**config.mk**
```make
export PLATFORM = sky130hd
export DESIGN_NAME = bsg_link_credit_scheduler
export DESIGN_NICKNAME = d
export VERILOG_FILES = /design/src/rtl/bsg_link_credit_scheduler.sv
export SDC_FILE = /design/constraint.sdc
export NUM_CORES = 1
export LEC_CHECK = 0
export BUFFER_PORTS_ARGS = -buffer_cell sky130_fd_sc_hd__buf_4
export CELL_PAD_IN_SITES_DETAIL_PLACEMENT = 0
export CELL_PAD_IN_SITES_GLOBAL_PLACEMENT = 1
export CORE_MARGIN = 5
export CORE_UTILIZATION = 29
export CTS_CLUSTER_DIAMETER = 200
export CTS_CLUSTER_SIZE = 14
export DETAILED_ROUTE_END_ITERATION = 6
export GPL_TIMING_DRIVEN = 1
export PLACE_DENSITY_LB_ADDON = 0.1
export SLEW_MARGIN = 20
export SYNTH_ARGS = -nofsm -noshare
export SYNTH_HDL_FRONTEND = slang
export SYNTH_SLANG_ARGS = --single-unit
```
**constraint.sdc**
```tcl
create_clock -name clk -period 4.5 [get_ports clk]
set_clock_uncertainty 0.15 [all_clocks]
set_input_delay 0.45 -clock clk [delete_from_list [all_inputs] [get_ports clk]]
set_output_delay 0.45 -clock clk [all_outputs]
set_load 0.02 [all_outputs]
```
**src/rtl/bsg_link_credit_scheduler.sv**
```systemverilog
// Round-robin word scheduler in front of the upstream link with credit-based flow control.
// Optional statistics counters are compiled in when BSG_LINK_SCHED_STATS_EN is defined.
module bsg_link_credit_scheduler #(
  parameter int NUM_REQ          = 4,
  parameter int DATA_WIDTH       = 64,
  parameter int CREDITS          = 16,
  parameter int TOKEN_DECIMATION = 8,
  localparam int SRC_W           = $clog2(NUM_REQ),
  localparam int CRED_W          = $clog2(CREDITS + 1)
) (
  input  logic                          clk,
  input  logic                          rst,
  input  logic                          enable_i,
  input  logic [NUM_REQ-1:0]            req_valid_i,
  input  logic [NUM_REQ*DATA_WIDTH-1:0] req_data_i,
  output logic [NUM_REQ-1:0]            req_ready_o,
  output logic                          link_valid_o,
  output logic [DATA_WIDTH-1:0]         link_data_o,
  output logic [SRC_W-1:0]              link_src_o,
  input  logic                          link_ready_i,
  input  logic                          token_i,
  output logic [CRED_W-1:0]             credit_o,
  output logic                          starved_o,
  output logic                          credit_err_o
`ifdef BSG_LINK_SCHED_STATS_EN
  ,
  output logic [NUM_REQ*16-1:0]         stat_sent_o,
  output logic [15:0]                   stat_stall_o
`endif
);

  localparam int IW  = SRC_W + 1;
  localparam int CW1 = CRED_W + 1;

  typedef enum logic [1:0] {IDLE, BUSY, STARVED} state_e;

  state_e                state_reg, state_next;
  logic [SRC_W-1:0]      rr_reg;
  logic [SRC_W-1:0]      grant;
  logic [IW-1:0]         idx;
  logic                  load;
  logic [CRED_W-1:0]     credit_reg;
  logic [CW1-1:0]        credit_sum;
  logic                  credit_over;
  logic                  err_reg;
  logic [DATA_WIDTH-1:0] data_reg;
  logic [SRC_W-1:0]      src_reg;
  logic [DATA_WIDTH-1:0] req_word [NUM_REQ];

  for (genvar gi = 0; gi < NUM_REQ; gi++) begin : g_req
    assign req_word[gi]    = req_data_i[gi*DATA_WIDTH +: DATA_WIDTH];
    assign req_ready_o[gi] = load & (grant == SRC_W'(gi));
  end

  // Scan downward so the lowest rotated offset with valid set wins.
  always_comb begin
    grant = '0;
    idx   = '0;
    for (int k = NUM_REQ - 1; k >= 0; k--) begin
      idx = {1'b0, rr_reg} + IW'(k);
      if (idx >= IW'(NUM_REQ)) idx = idx - IW'(NUM_REQ);
      if (req_valid_i[idx[SRC_W-1:0]]) grant = idx[SRC_W-1:0];
    end
  end

  assign load = ~rst & enable_i & (|req_valid_i) & (credit_reg != '0)
              & ((state_reg != BUSY) | link_ready_i);

  // Credit is charged when a word is accepted, not when the link consumes it.
  assign credit_sum  = {1'b0, credit_reg} - CW1'(load)
                     + (token_i ? CW1'(TOKEN_DECIMATION) : CW1'(0));
  assign credit_over = credit_sum > CW1'(CREDITS);

  always_comb begin
    state_next = state_reg;
    if (load)
      state_next = BUSY;
    else if (state_reg == BUSY && !link_ready_i)
      state_next = BUSY;
    else if (enable_i && (|req_valid_i) && credit_reg == '0)
      state_next = STARVED;
    else
      state_next = IDLE;
  end

  always_ff @(posedge clk) begin
    if (rst) begin
      state_reg  <= IDLE;
      credit_reg <= CRED_W'(CREDITS);
      err_reg    <= 1'b0;
      data_reg   <= '0;
      src_reg    <= '0;
      rr_reg     <= '0;
    end else begin
      state_reg  <= state_next;
      credit_reg <= credit_over ? CRED_W'(CREDITS) : credit_sum[CRED_W-1:0];
      if (credit_over) err_reg <= 1'b1;
      if (load) begin
        data_reg <= req_word[grant];
        src_reg  <= grant;
        rr_reg   <= (grant == SRC_W'(NUM_REQ - 1)) ? '0 : grant + SRC_W'(1);
      end
    end
  end

  assign link_valid_o = (state_reg == BUSY);
  assign link_data_o  = data_reg;
  assign link_src_o   = src_reg;
  assign credit_o     = credit_reg;
  assign starved_o    = (state_reg == STARVED);
  assign credit_err_o = err_reg;

`ifdef BSG_LINK_SCHED_STATS_EN
  logic [15:0] stall_reg;

  for (genvar gi = 0; gi < NUM_REQ; gi++) begin : g_stat
    logic [15:0] sent_reg;
    always_ff @(posedge clk) begin
      if (rst)                  sent_reg <= '0;
      else if (req_ready_o[gi]) sent_reg <= sent_reg + 16'd1;
    end
    assign stat_sent_o[gi*16 +: 16] = sent_reg;
  end

  always_ff @(posedge clk) begin
    if (rst)
      stall_reg <= '0;
    else if (state_reg == STARVED && stall_reg != 16'hFFFF)
      stall_reg <= stall_reg + 16'd1;
  end

  assign stat_stall_o = stall_reg;
`endif

endmodule
```
Yosys cells after proc, flatten, opt, wreduce, memory -nomap -nowiden
Index checks and enable logic that the tools add are counted.

word-level totals
  register bits = 76
  bits of input ports = 265

operators by class
  reduce and logical (&&, ||, !) cells = 10
  add/sub/neg operators = 10
  magnitude comparators = 10
  muxes and demuxes = 24
  eq/ne operators = 6
  bitwise logic cells = 11

operators by type and width
  kind                 number
  $bmux 64 s2          1
  $mux 64              2
  $mux 2               10
  $ge 3x3->1 const B   4
  $lt 2x3->1 const B   4
  $and 1x1->1          8
  $bmux 1 s2           4
  $sub 2x1->2 const B  4
  $add 2x2->3 const B  2
  $add 6x4->6          1
  $eq 2x2->1 const B   3
  $gt 6x5->1 const B   1
  $mux 1               6
  $sub 5x1->6          1
  $logic_not 5->1      1
  $reduce_bool 5->1    1
  $eq 2x1->1 const B   2
  $mux 4               1
  $reduce_or 4->1      1
  $add 2x1->3 const B  1
  $ge 2x3->1 const B   1
  $logic_and 1x1->1    3
  $not 2->3            1
  $reduce_or 3->1      1
  other kinds (7)      7

Logic depth before layout (Yosys ltp)
Gate-level depths: netlist of the first run.

  word-level depth = 13
  mapped depth = 16

Worst setup path before layout of the first run
No wires, ideal clock.

  path type = input -> register
  from = input port req_valid_i[1]
  to = register credit_reg[3] (netlist: credit_o[3])
  path slack = 1.112 ns
  buffers on the path = 3
  arrival = 3.174 ns
  cell stages on the path = 16
  cells stage by stage = o41ai_1 -> or3_1 -> buf_2 -> or2_1 -> buf_2 -> inv_2 -> ha_1 -> inv_1 -> ha_1 -> fa_1 -> a21o_1 -> a21oi_1 -> xnor2_1 -> or3_1 -> clkbuf_1 -> nor2_1

on the way
  word-level cells in the longest chain between the ends = 8

RTL lines
  element                      line  RTL
  start, declared              14    input logic [NUM_REQ-1:0] req_valid_i,
  $reduce_or 4->1 *            66    assign load = ~rst & enable_i & (|req_valid_i) & (credit_reg != '0)
  $and 1x1->1 * (2 in series)  66
  $and 1x1->1 *                67    & ((state_reg != BUSY) | link_ready_i);
  net load                     41    logic load;
  $sub 5x1->6 *                70    assign credit_sum = {1'b0, credit_reg} - CW1'(load)
  $add 6x4->6 *                71    + (token_i ? CW1'(TOKEN_DECIMATION) : CW1'(0));
  $gt 6x5->1                   72    assign credit_over = credit_sum > CW1'(CREDITS);
  $reduce_or 2->1 (no line)    n/a
  end signal, assigned         89    credit_reg <= CRED_W'(CREDITS);
  end signal, assigned         96    credit_reg <= credit_over ? CRED_W'(CREDITS) : credit_sum[CRED_W-1:0];
  end, declared                42    logic [CRED_W-1:0] credit_reg;

The timed path passes the listed nets; every way through them passes the cells marked *.
A chain may end at the register's enable or synchronous reset.

Final worst setup path of the first run
  from = register state_reg[0]
  to = register credit_reg[2] (netlist: credit_o[2])

on the way
  word-level cells in the longest chain between the ends = 7

RTL lines
  element                    line  RTL
  start, declared            37    state_e state_reg, state_next;
  start signal, assigned     95    state_reg <= state_next;
  $ne 2x1->1 *               67
  $or 1x1->1 *               67
  $and 1x1->1 *              67
  net load                   41
  $sub 5x1->6 *              70
  $add 6x4->6 *              71
  $gt 6x5->1                 72
  $reduce_or 2->1 (no line)  n/a

Marks and branches as above.

==> results of run 1 <==
==> stage by stage <==
step	hold slack (ns)	worst slack [ns]	utilization [%]	instance area [um2]	power (mW)
finish	0.201	1.26	47.3	7730	3.03
global route	0.183	1.04	47.3	7730	3.21
CTS	0.177	1.26	47.3	7730	3.07
detailed placement	0.297	1.04	45.6	7460	2.38
global placement	0.294	1.11	45.6	7460	2.35
floorplan	0.303	1.11	-	4780	1.76
==> cell families after synthesis <==
| kind of cell | Yosys count | synth area share (%) |
|---|---|---|
| AO/OA/AOI/OAI | 182 | 31.1 |
| XOR/XNOR | 3 | 0.550 |
| adder cells (fa/ha/maj) | 11 | 3.04 |
| buffers and inverters | 72 | 6.52 |
| flip-flops | 76 | 31.8 |
| multiplexers | 93 | 19.5 |
| AND/OR/NAND/NOR | 68 | 7.46 |
==> cell type report <==
type,instances,area [um2]
fill,1611,8620
multi-input combinational,357,2960
timing repair buffer,352,2640
sequential,76,1520
tap,220,275
clock buffer,13,260
inverter,16,62.6
clock inverter,2,10.0
==> power by group through the flow <==
stage / Combinational, mW / Clock, mW / Sequential [mW]
2_1_floorplan: 0.648 / 0 / 1.11
3_3_place_gp: 1.42 / 0 / 0.932
3_5_place_dp: 1.44 / 0 / 0.937
4_1_cts: 1.45 / 0.697 / 0.926
5_1_grt: 1.54 / 0.726 / 0.945
6_report: 1.43 / 0.669 / 0.925
==> per-layer routing <==
layer | vias to the layer above | wire (um)
li1 | 2644 | -
met1 | 2569 | 7940
met4 | 0 | 374
met2 | 239 | 10600
met5 | - | 0
met3 | 26 | 1560
==> synthesized netlist by cell type (all sizes together) <==
cell type,count,area share (%)
o31ai,35,5.5
xnor2,3,0.55
mux2i,93,19
o32ai,1,0.18
nand4,1,0.13
buf,27,3.0
nor4b,1,0.18
o22ai,1,0.13
and2,4,0.52
clkinv,1,0.078
a21boi,1,0.16
nor3,1,0.10
nor2b,6,0.79
o2bb2ai,35,6.4
or4,1,0.16
a21o,2,0.31
nand2,4,0.31
nand3,30,3.1
a32oi,1,0.18
nor3b,1,0.16
o41ai,1,0.18
a211oi,37,5.8
nor4,1,0.13
a31o,1,0.18
clkbuf,29,2.3
inv,15,1.2
nor2,14,1.3
fa,1,0.42
or2,1,0.13
ha,10,2.6
dfxtp,76,32
a2111oi,35,6.4
a21oi,3,0.31
or3,3,0.39
o221ai,29,5.3
==> worst max-delay path, delay by kind of cell, from the launching register on <==
kind / cells / cell delay, ns
simple gates: 5 / 1.28
fa+ha+maj: 3 / 0.78
compound gates: 2 / 0.36
flops: 1 / 0.32
buf+inv: 2 / 0.18
xor+xnor: 1 / 0.10
==> final timing paths <==
kind / startpoint / endpoint / slack, ns / cells after the start
max: state_reg[0]$_SDFF_PP0_ / credit_o[2]$_SDFF_PP0_ / 1.26 / 13
min: rst / rr_reg[0]$_SDFFE_PP0P_ / 0.20 / 2
max reg2reg: state_reg[0]$_SDFF_PP0_ / credit_o[2]$_SDFF_PP0_ / 1.26 / 13
min reg2reg: link_src_o[1]$_SDFFE_PP0P_ / link_src_o[1]$_SDFFE_PP0P_ / 0.31 / 2
==> flow_summary_export.csv, run 1 <==
group,metric,value,unit
drt,routedWlPerCell,19.8,um
pwr,powerDensity,391,nW/um2
global_routing,grt_pass1_vias,5778,
layout,drive_above_1_share,46.1,%
floorplan,die_w,138,um
pwr,power_leakage,3.36,nW
drt,drc,0,
layout,largest_register_ffs,64,
cts,h-tree-depth,3,
pwr,power_frac_clock,22.1,%
worst_setup_path,cp-start-kind,"flip-flop",
pwr,switching_power,1.15,mW
cts,ctsLongestPathBuffers,2,
placement,dp.cells,1021,
global_routing,grt.overflow.total,0,
drt,drt-pass1-iter-count,4,
timing,fin_crit,3.24,ns
cts,clk_latency,0.33,ns
global_routing,antenna_found_initial,0,
placement,place_congestion,0.796,
yosys,syn_inst,505,
placement,io_buffers,342,
worst_setup_path,cp.required,4.61,ns
cts,postCtsHoldBufs,0,
pwr,power.share.combinational,47.3,%
timing,rsz0062_at_grt,"false",
global_routing,grt_util_met2,35.8,%
pwr,power.internal,1.88,mW
yosys,synth_nets,781,
pwr,seq_power_share,30.6,%
global_routing,use_met3,6.73,%
yosys,synth_cell_types,40,
floorplan,ios,343,
yosys,syn_area_per_cell,9.46,um2
global_routing,track_usage,20.3,%
run_status,run_status,"complete, no violations",
timing,fin_setup_tns,0,ns
layout,areaGrowthSynthToFinish,61.8,%
timing,hold_violations,0,
cts,clockRootBuffer,"clkbuf_16",
timing,worst_slew_pin_slew,1.13,ns
floorplan,die_area,19100,um2
yosys,ys_warn_count,0,
timing,clock.fmax,0.309,GHz
floorplan,rows,47,
layout,diodes,0,
cts,path_clk_slew,0.06,ns
timing,slew_headroom,24.6,%
floorplan,core,16300,um2
worst_setup_path,arrival,3.35,ns
global_routing,met1_usage,23.6,%
timing,setup_viol,0,
yosys,synth-seq-area-share,31.8,%
placement,hpwlAfterDp,15200,um
pwr,vdd_drop_max,189,uV
layout,layout_common_cells,"buf_4, mux2i_1, dfxtp_1",
hold_path,hp-class,"in -> reg",
timing,timing.final.crit_share,72.0,%
cts,post-cts-setup-buffers,0,
drt,via_count,5478,
worst_setup_path,path_class,"reg -> reg",
global_routing,grt_max_degree,104,
layout,finalNetCount,1088,
cts,numCtsBuffers,9,
yosys,syn_area,4780,um2
run,cap_violations,0,
floorplan,die_h,138,um
global_routing,globalRoute.busiestLayer,"met2",
drt,viasPerCell,5.29,
worst_setup_path,crit_fanout,9,
global_routing,grt_pass1_wl,31600,um
drt,routed_wl,20500,um
layout,final_common_cell,"buf_4",
timing,drv_slew,0,
cts,cts.repair.resized,0,
worst_setup_path,cp-end-kind,"flip-flop",
pwr,p_sw_share,37.9,%
cts,cts_tree,"done",
drt,first_iter_violations,194,
worst_setup_path,cp_slowest_stage_delay,0.43,ns
worst_setup_path,critical_path.cell_chain,"nor3b_1, or3_1, or2_4, inv_2, ha_1, inv_1, ha_1, fa_1, a21o_1, a21oi_1, xnor2_1, or3_1, nor2_1",
layout,stdcell_count,1036,
floorplan,start_util,29.2,%
cts,clkSinkCount,76,
drt,ant_nets,0,
yosys,ys_seq_elements,76,
worst_setup_path,cpMaxStageDelayCell,"or3_1",
Note: power is estimated with default switching activity, not from simulation.
==> run 2, diff against run 1 <==
Settings changed: ABC_AREA set to 1, CORE_UTILIZATION 29 to 27.
Clock period 4.5 ns to 3.4 ns, I/O delays scaled along.
==> run 2 against run 1 <==
Combinational power rose by 80%. Sequential share of layout area fell by 1.3 points. First-iteration DRC count rose by 44%.
==> flow_summary_export.csv, run 2 <==
group,metric,value,unit
drt,drt-pass1-iter-count,4,
yosys,ys_warn_count,0,
floorplan,ios,343,
yosys,synth_area_leaders,"dfxtp_1, nand3_1, nand2_1",
timing,timing.final.crit_share,90.2,%
yosys,ys_seq_elements,76,
pwr,power.internal,2.66,mW
floorplan,start_util,27.2,%
worst_setup_path,cp-end-kind,"output pin",
global_routing,grt_max_degree,101,
global_routing,grt.overflow.total,0,
yosys,synth_nets,1175,
timing,rsz0062_at_grt,"false",
yosys,synth_edf_count,0,
cts,path_clk_slew,0.06,ns
global_routing,grt_pass1_vias,6306,
drt,drc,0,
cts,clk_latency,0.34,ns
layout,num-fill-cells,2131,
yosys,ys_top_cells_by_count,"nand2_1, nand3_1, inv_1",
drt,via_count,6697,
pwr,vdd_drop_max,330,uV
drt,ant_nets,0,
global_routing,grt_pass1_wl,35000,um
placement,hpwlAfterDp,16700,um
pwr,power.share.combinational,54.1,%
timing,fin_setup_tns,0,ns
hold_path,holdPathEnd,"rr_reg[0]$_SDFFE_PP0P_",
yosys,syn_area_per_cell,5.84,um2
timing,drv_slew,0,
drt,viasPerCell,4.55,
floorplan,die_w,149,um
yosys,syn_inst,899,
cts,clkSinkCount,76,
timing,slew_headroom,40.9,%
run_status,run_status,"complete, no violations",
floorplan,die_area,22300,um2
pwr,power_frac_clock,20.1,%
timing,setup_viol,0,
global_routing,track_usage,19.9,%
placement,dpl_cell_area,7960,um2
cts,postCtsHoldBufs,0,
yosys,ys_async_sr_fraction,0,%
layout,stdcell_area,8270,um2
hold_path,hold_depth,2,
timing,fin_crit,3.07,ns
cts,numCtsBuffers,9,
pwr,p_sw_share,44.2,%
global_routing,antenna_found_initial,1,
pwr,switching_power,2.10,mW
worst_setup_path,reg2reg_depth,16,
worst_setup_path,crit_fanout,27,
drt,first_iter_violations,279,
worst_setup_path,reg2reg_to,"credit_o[0]$_SDFF_PP0_",
yosys,synth_cell_types,26,
layout,largest_register_ffs,64,
cts,clockRootBuffer,"clkbuf_16",
drt,routed_wl,23500,um
layout,areaGrowthSynthToFinish,57.6,%
worst_setup_path,rrSetupSlack,0.47,ns
yosys,synth_area_leader_cell,"dfxtp_1",
pwr,powerDensity,576,nW/um2
worst_setup_path,rr_startpoint,"credit_o[0]$_SDFF_PP0_",
worst_setup_path,path_class,"reg -> out",
layout,finalNetCount,1476,
worst_setup_path,arrival,2.58,ns
timing,clock.fmax,0.326,GHz
pwr,seq_power_share,25.8,%
layout,drive_above_1_share,31.7,%
drt,routedWlPerCell,16.0,um
yosys,synth-seq-area-share,29.0,%
placement,place_congestion,0.796,
yosys,yosysTopAreaCellShare,29.0,%
timing,hold_violations,0,
yosys,ys.flop_type,"dfxtp_1",
hold_path,min_from,"rst",
layout,final_common_cell,"buf_4",
worst_setup_path,cp.required,2.91,ns
cts,cts_tree,"done",
worst_setup_path,cp-start-kind,"flip-flop",
yosys,synth_most_common_cell,"nand2_1",
pwr,p_total,4.76,mW
floorplan,rows,51,
cts,ctsLongestPathBuffers,2,
hold_path,hp-class,"in -> reg",
layout,layout_common_cells,"buf_4, nand2_1, nand3_1",
floorplan,die_h,149,um
placement,io_buffers,342,
floorplan,core,19300,um2
timing,worst_slew_pin_slew,0.886,ns
run,cap_violations,0,
pwr,power_leakage,4.48,nW
yosys,syn_area,5250,um2
cts,h-tree-depth,3,
[run 2: cell count changes after synthesis, moves of 31 or more]
cell / previous run / this run
a2111oi_0: 35 / 0
a211oi_1: 37 / 0
a21oi_1: 3 / 34
inv_1: 13 / 88
mux2i_1: 93 / 0
nand2_1: 4 / 277
nand3_1: 30 / 255
o21ai_0: 0 / 32
o2bb2ai_1: 35 / 0
o31ai_1: 35 / 0
[run 2: worst max-delay path, stage by stage (launching register included)]
cell	delay, ns
dfxtp_1	0.52
inv_2	0.11
nand2_1	0.07
nand2_1	0.05
nand2_1	0.08
nand2_1	0.05
inv_1	0.05
nand3_1	0.13
nand2_2	0.26
buf_4	0.39
ha_1	0.21
inv_1	0.04
nor2_1	0.10
buf_4	0.17
[run 2: final cells by class]
cell class	instances	area (um2)	area share [%]
Tap cell	265	332	4.01
Timing Repair Buffer	356	2700	32.6
Multi-Input combinational cell	665	3080	37.2
Sequential cell	76	1520	18.4
Clock buffer	11	233	2.82
Inverter	92	349	4.22
Clock inverter	5	52.6	0.636
Antenna cell	1	2.50	0.0303
[run 2: kinds of logic after synthesis]
group / after synthesis / share of synthesized area, %
simple gates: 579 / 47.8
buf+inv: 158 / 12.7
flops: 76 / 29.0
compound gates: 71 / 7.04
fa+ha+maj: 11 / 2.77
xor+xnor: 4 / 0.668
[run 2: metrics by stage]
stage / cells / util, % / worst slack [ns] / hold slack [ns]
floorplan: 899 / - / 0.0947 / 0.259
global placement: 1452 / 41.3 / 0.569 / 0.310
detailed placement: 1452 / 41.3 / 0.471 / 0.312
CTS: 1468 / 42.8 / 0.181 / 0.0283
global route: 1471 / 42.9 / 0.109 / 0.0281
finish: 1471 / 42.9 / 0.333 / 0.0457
[run 2: what timing repair did]
action | CTS | global route
endpoints found under the setup margin | 0 | 2
setup buffers | 0 | 2
endpoints found under the hold margin | 0 | 0
gates resized for setup | 0 | 1
[run 2: layer usage]
layer	vias to the layer above	wire (um)	GRT usage (%)
met4	0	259	3.75
li1	3491	-	-
met5	-	0	0
met3	11	2190	6.23
met1	2982	9400	24.3
met2	213	11700	34.8
[run 2: worst max path at each step]
stage	from	endpoint	slack (ns)	cells past startpoint
global route	rr_reg[0]$_SDFFE_PP0P_	req_ready_o[1]	0.11	11
floorplan	credit_o[1]$_SDFF_PP0_	credit_o[0]$_SDFF_PP0_	0.09	17
finish	rr_reg[0]$_SDFFE_PP0P_	req_ready_o[0]	0.33	13
global placement	req_valid_i[3]	credit_o[0]$_SDFF_PP0_	0.57	19
detailed placement	req_valid_i[3]	credit_o[0]$_SDFF_PP0_	0.47	19
CTS	rr_reg[0]$_SDFFE_PP0P_	req_ready_o[3]	0.18	11
[run 2: power by group through the flow]
stage / Sequential [mW] / Clock (mW) / Combinational (mW)
after floorplan: 1.49 / 0 / 1.37
after global placement: 1.24 / 0 / 2.60
after detailed placement: 1.25 / 0 / 2.59
after CTS: 1.23 / 0.989 / 2.60
after global routing: 1.26 / 1.04 / 2.86
final: 1.23 / 0.956 / 2.57
==> run 3, diff against run 2 <==
Settings changed: CORE_UTILIZATION 27 to 25.
Clock period 3.4 ns to 3.9 ns, I/O delays scaled along.
==> run 3 against run 2 <==
Via count is 0.75% higher. Global-route usage is 1.1 points lower. Die area is 7.4% higher. Clock power is 3.8% higher. Hold slack better by 0.048 ns. Setup slack better by 0.51 ns. Sequential power is 13% lower. Non-clock buffer count is 2 lower.
==> flow_summary_export.csv, run 3 (synthesis gave the netlist of run 2 again) <==
group,metric,value,unit
cts,post-cts-setup-buffers,0,
drt,drc,0,
worst_setup_path,cp-start-kind,"flip-flop",
pwr,p_total,4.27,mW
global_routing,track_usage,18.8,%
cts,postCtsHoldBufs,0,
worst_setup_path,cp.required,3.36,ns
drt,top_layer_used,"met4",
layout,multi_input_area,3070,um2
floorplan,start_util,25.2,%
global_routing,grt_pass1_vias,6371,
pwr,vdd_drop_max,282,uV
placement,hpwlAfterDp,17100,um
drt,wl_met1,9720,um
placement,dp.cells,1462,
pwr,powerDensity,514,nW/um2
floorplan,die_area,24000,um2
cts,clkSinkCount,76,
worst_setup_path,cp-end-kind,"output pin",
drt,ant_nets,0,
layout,largest_register_ffs,64,
timing,timing.final.crit_share,78.3,%
global_routing,grt_max_degree,79,
timing,rsz0062_at_grt,"false",
timing,setup_viol,0,
floorplan,die_w,155,um
worst_setup_path,arrival,2.51,ns
layout,finalNetCount,1474,
placement,place_congestion,0.790,
floorplan,ios,343,
timing,slew_headroom,39.8,%
hold_path,hp-class,"in -> reg",
cts,path_clk_slew,0.06,ns
layout,num-fill-cells,2370,
drt,routedWlPerCell,16.1,um
timing,hold_violations,0,
cts,clockRootBuffer,"clkbuf_16",
drt,dr_wl_met3,1480,um
floorplan,core,20800,um2
layout,diodes,0,
cts,ctsLongestPathBuffers,2,
floorplan,rows,53,
run,cap_violations,0,
floorplan,die_h,155,um
drt,routed_wl,23800,um
drt,drt-pass1-iter-count,5,
timing,fin_crit,3.05,ns
timing,clock.fmax,0.327,GHz
pwr,power_leakage,4.50,nW
cts,cts.repair.resized,0,
global_routing,grt.overflow.total,0,
timing,fin_setup_tns,0,ns
global_routing,grt_pass1_wl,35800,um
layout,drive_above_1_share,31.7,%
layout,stdcell_count,1478,
drt,viasPerCell,4.56,
cts,numCtsBuffers,9,
layout,layout_common_cells,"buf_4, nand2_1, nand3_1",
run_status,run_status,"complete, no violations",
cts,clk_latency,0.33,ns
layout,areaGrowthSynthToFinish,58.3,%
drt,first_iter_violations,358,
worst_setup_path,crit_fanout,15,
placement,io_buffers,342,
timing,drv_slew,0,
cts,h-tree-depth,3,
layout,final_common_cell,"buf_4",
drt,via_count,6747,
worst_setup_path,path_class,"reg -> out",
drt,wl_met2,12100,um
layout,seq_area,1520,um2
timing,worst_slew_pin_slew,0.903,ns
global_routing,antenna_found_initial,0,
cts,cts_tree,"done",
run 3: final cells by class:
cell class | count | share of cell area, %
multi-input cells | 665 | 37.0
repair buffers | 354 | 32.2
flip-flops and latches | 76 | 18.3
inverters | 92 | 4.16
well taps | 275 | 4.14
clock buffers | 10 | 2.88
clock inverters | 6 | 1.34
run 3: per-stage QoR:
stage / hold slack, ns / utilization, % / area, um2 / worst slack, ns
2_1_floorplan: 0.309 / - / 5250 / 0.595
5_1_grt: 0.0830 / 39.9 / 8300 / 0.550
6_report: 0.0941 / 39.9 / 8300 / 0.846
3_3_place_gp: 0.310 / 38.2 / 7950 / 0.975
3_5_place_dp: 0.312 / 38.2 / 7950 / 0.946
4_1_cts: 0.0813 / 39.9 / 8300 / 0.801
run 3: path summary, 6_finish.rpt:
check / from / endpoint / slack (ns) / depth (start not counted)
max: rr_reg[0]$_SDFFE_PP0P_ / req_ready_o[3] / 0.85 / 11
min: rst / rr_reg[0]$_SDFFE_PP0P_ / 0.09 / 2
max reg2reg: credit_o[1]$_SDFF_PP0_ / credit_o[0]$_SDFF_PP0_ / 1.08 / 16
min reg2reg: link_data_o[41]$_SDFFE_PP0P_ / link_data_o[41]$_SDFFE_PP0P_ / 0.32 / 2
run 3: report_power, final:
group	switching, mW	internal, mW
clock network	0.349	0.643
logic	1.36	0.844
registers	0.106	0.965
run 3: worst max-delay path: stages (launching register included):
cell and delay, ns:
dfxtp_1 0.52, inv_2 0.12, nand2_1 0.09, nand2_1 0.09, nor2_1 0.10, o21a_1 0.21, nand2_2 0.07, inv_1 0.40
ha_1 0.24, inv_1 0.06, nor2_1 0.09, buf_4 0.18
run 3: metal layers:
metal  vias to the layer above  GRT usage (%)
met5                         -              0
met4                         0           5.55
met3                        26           4.53
met2                       207           33.1
met1                      3018           22.6
li1                       3496              -
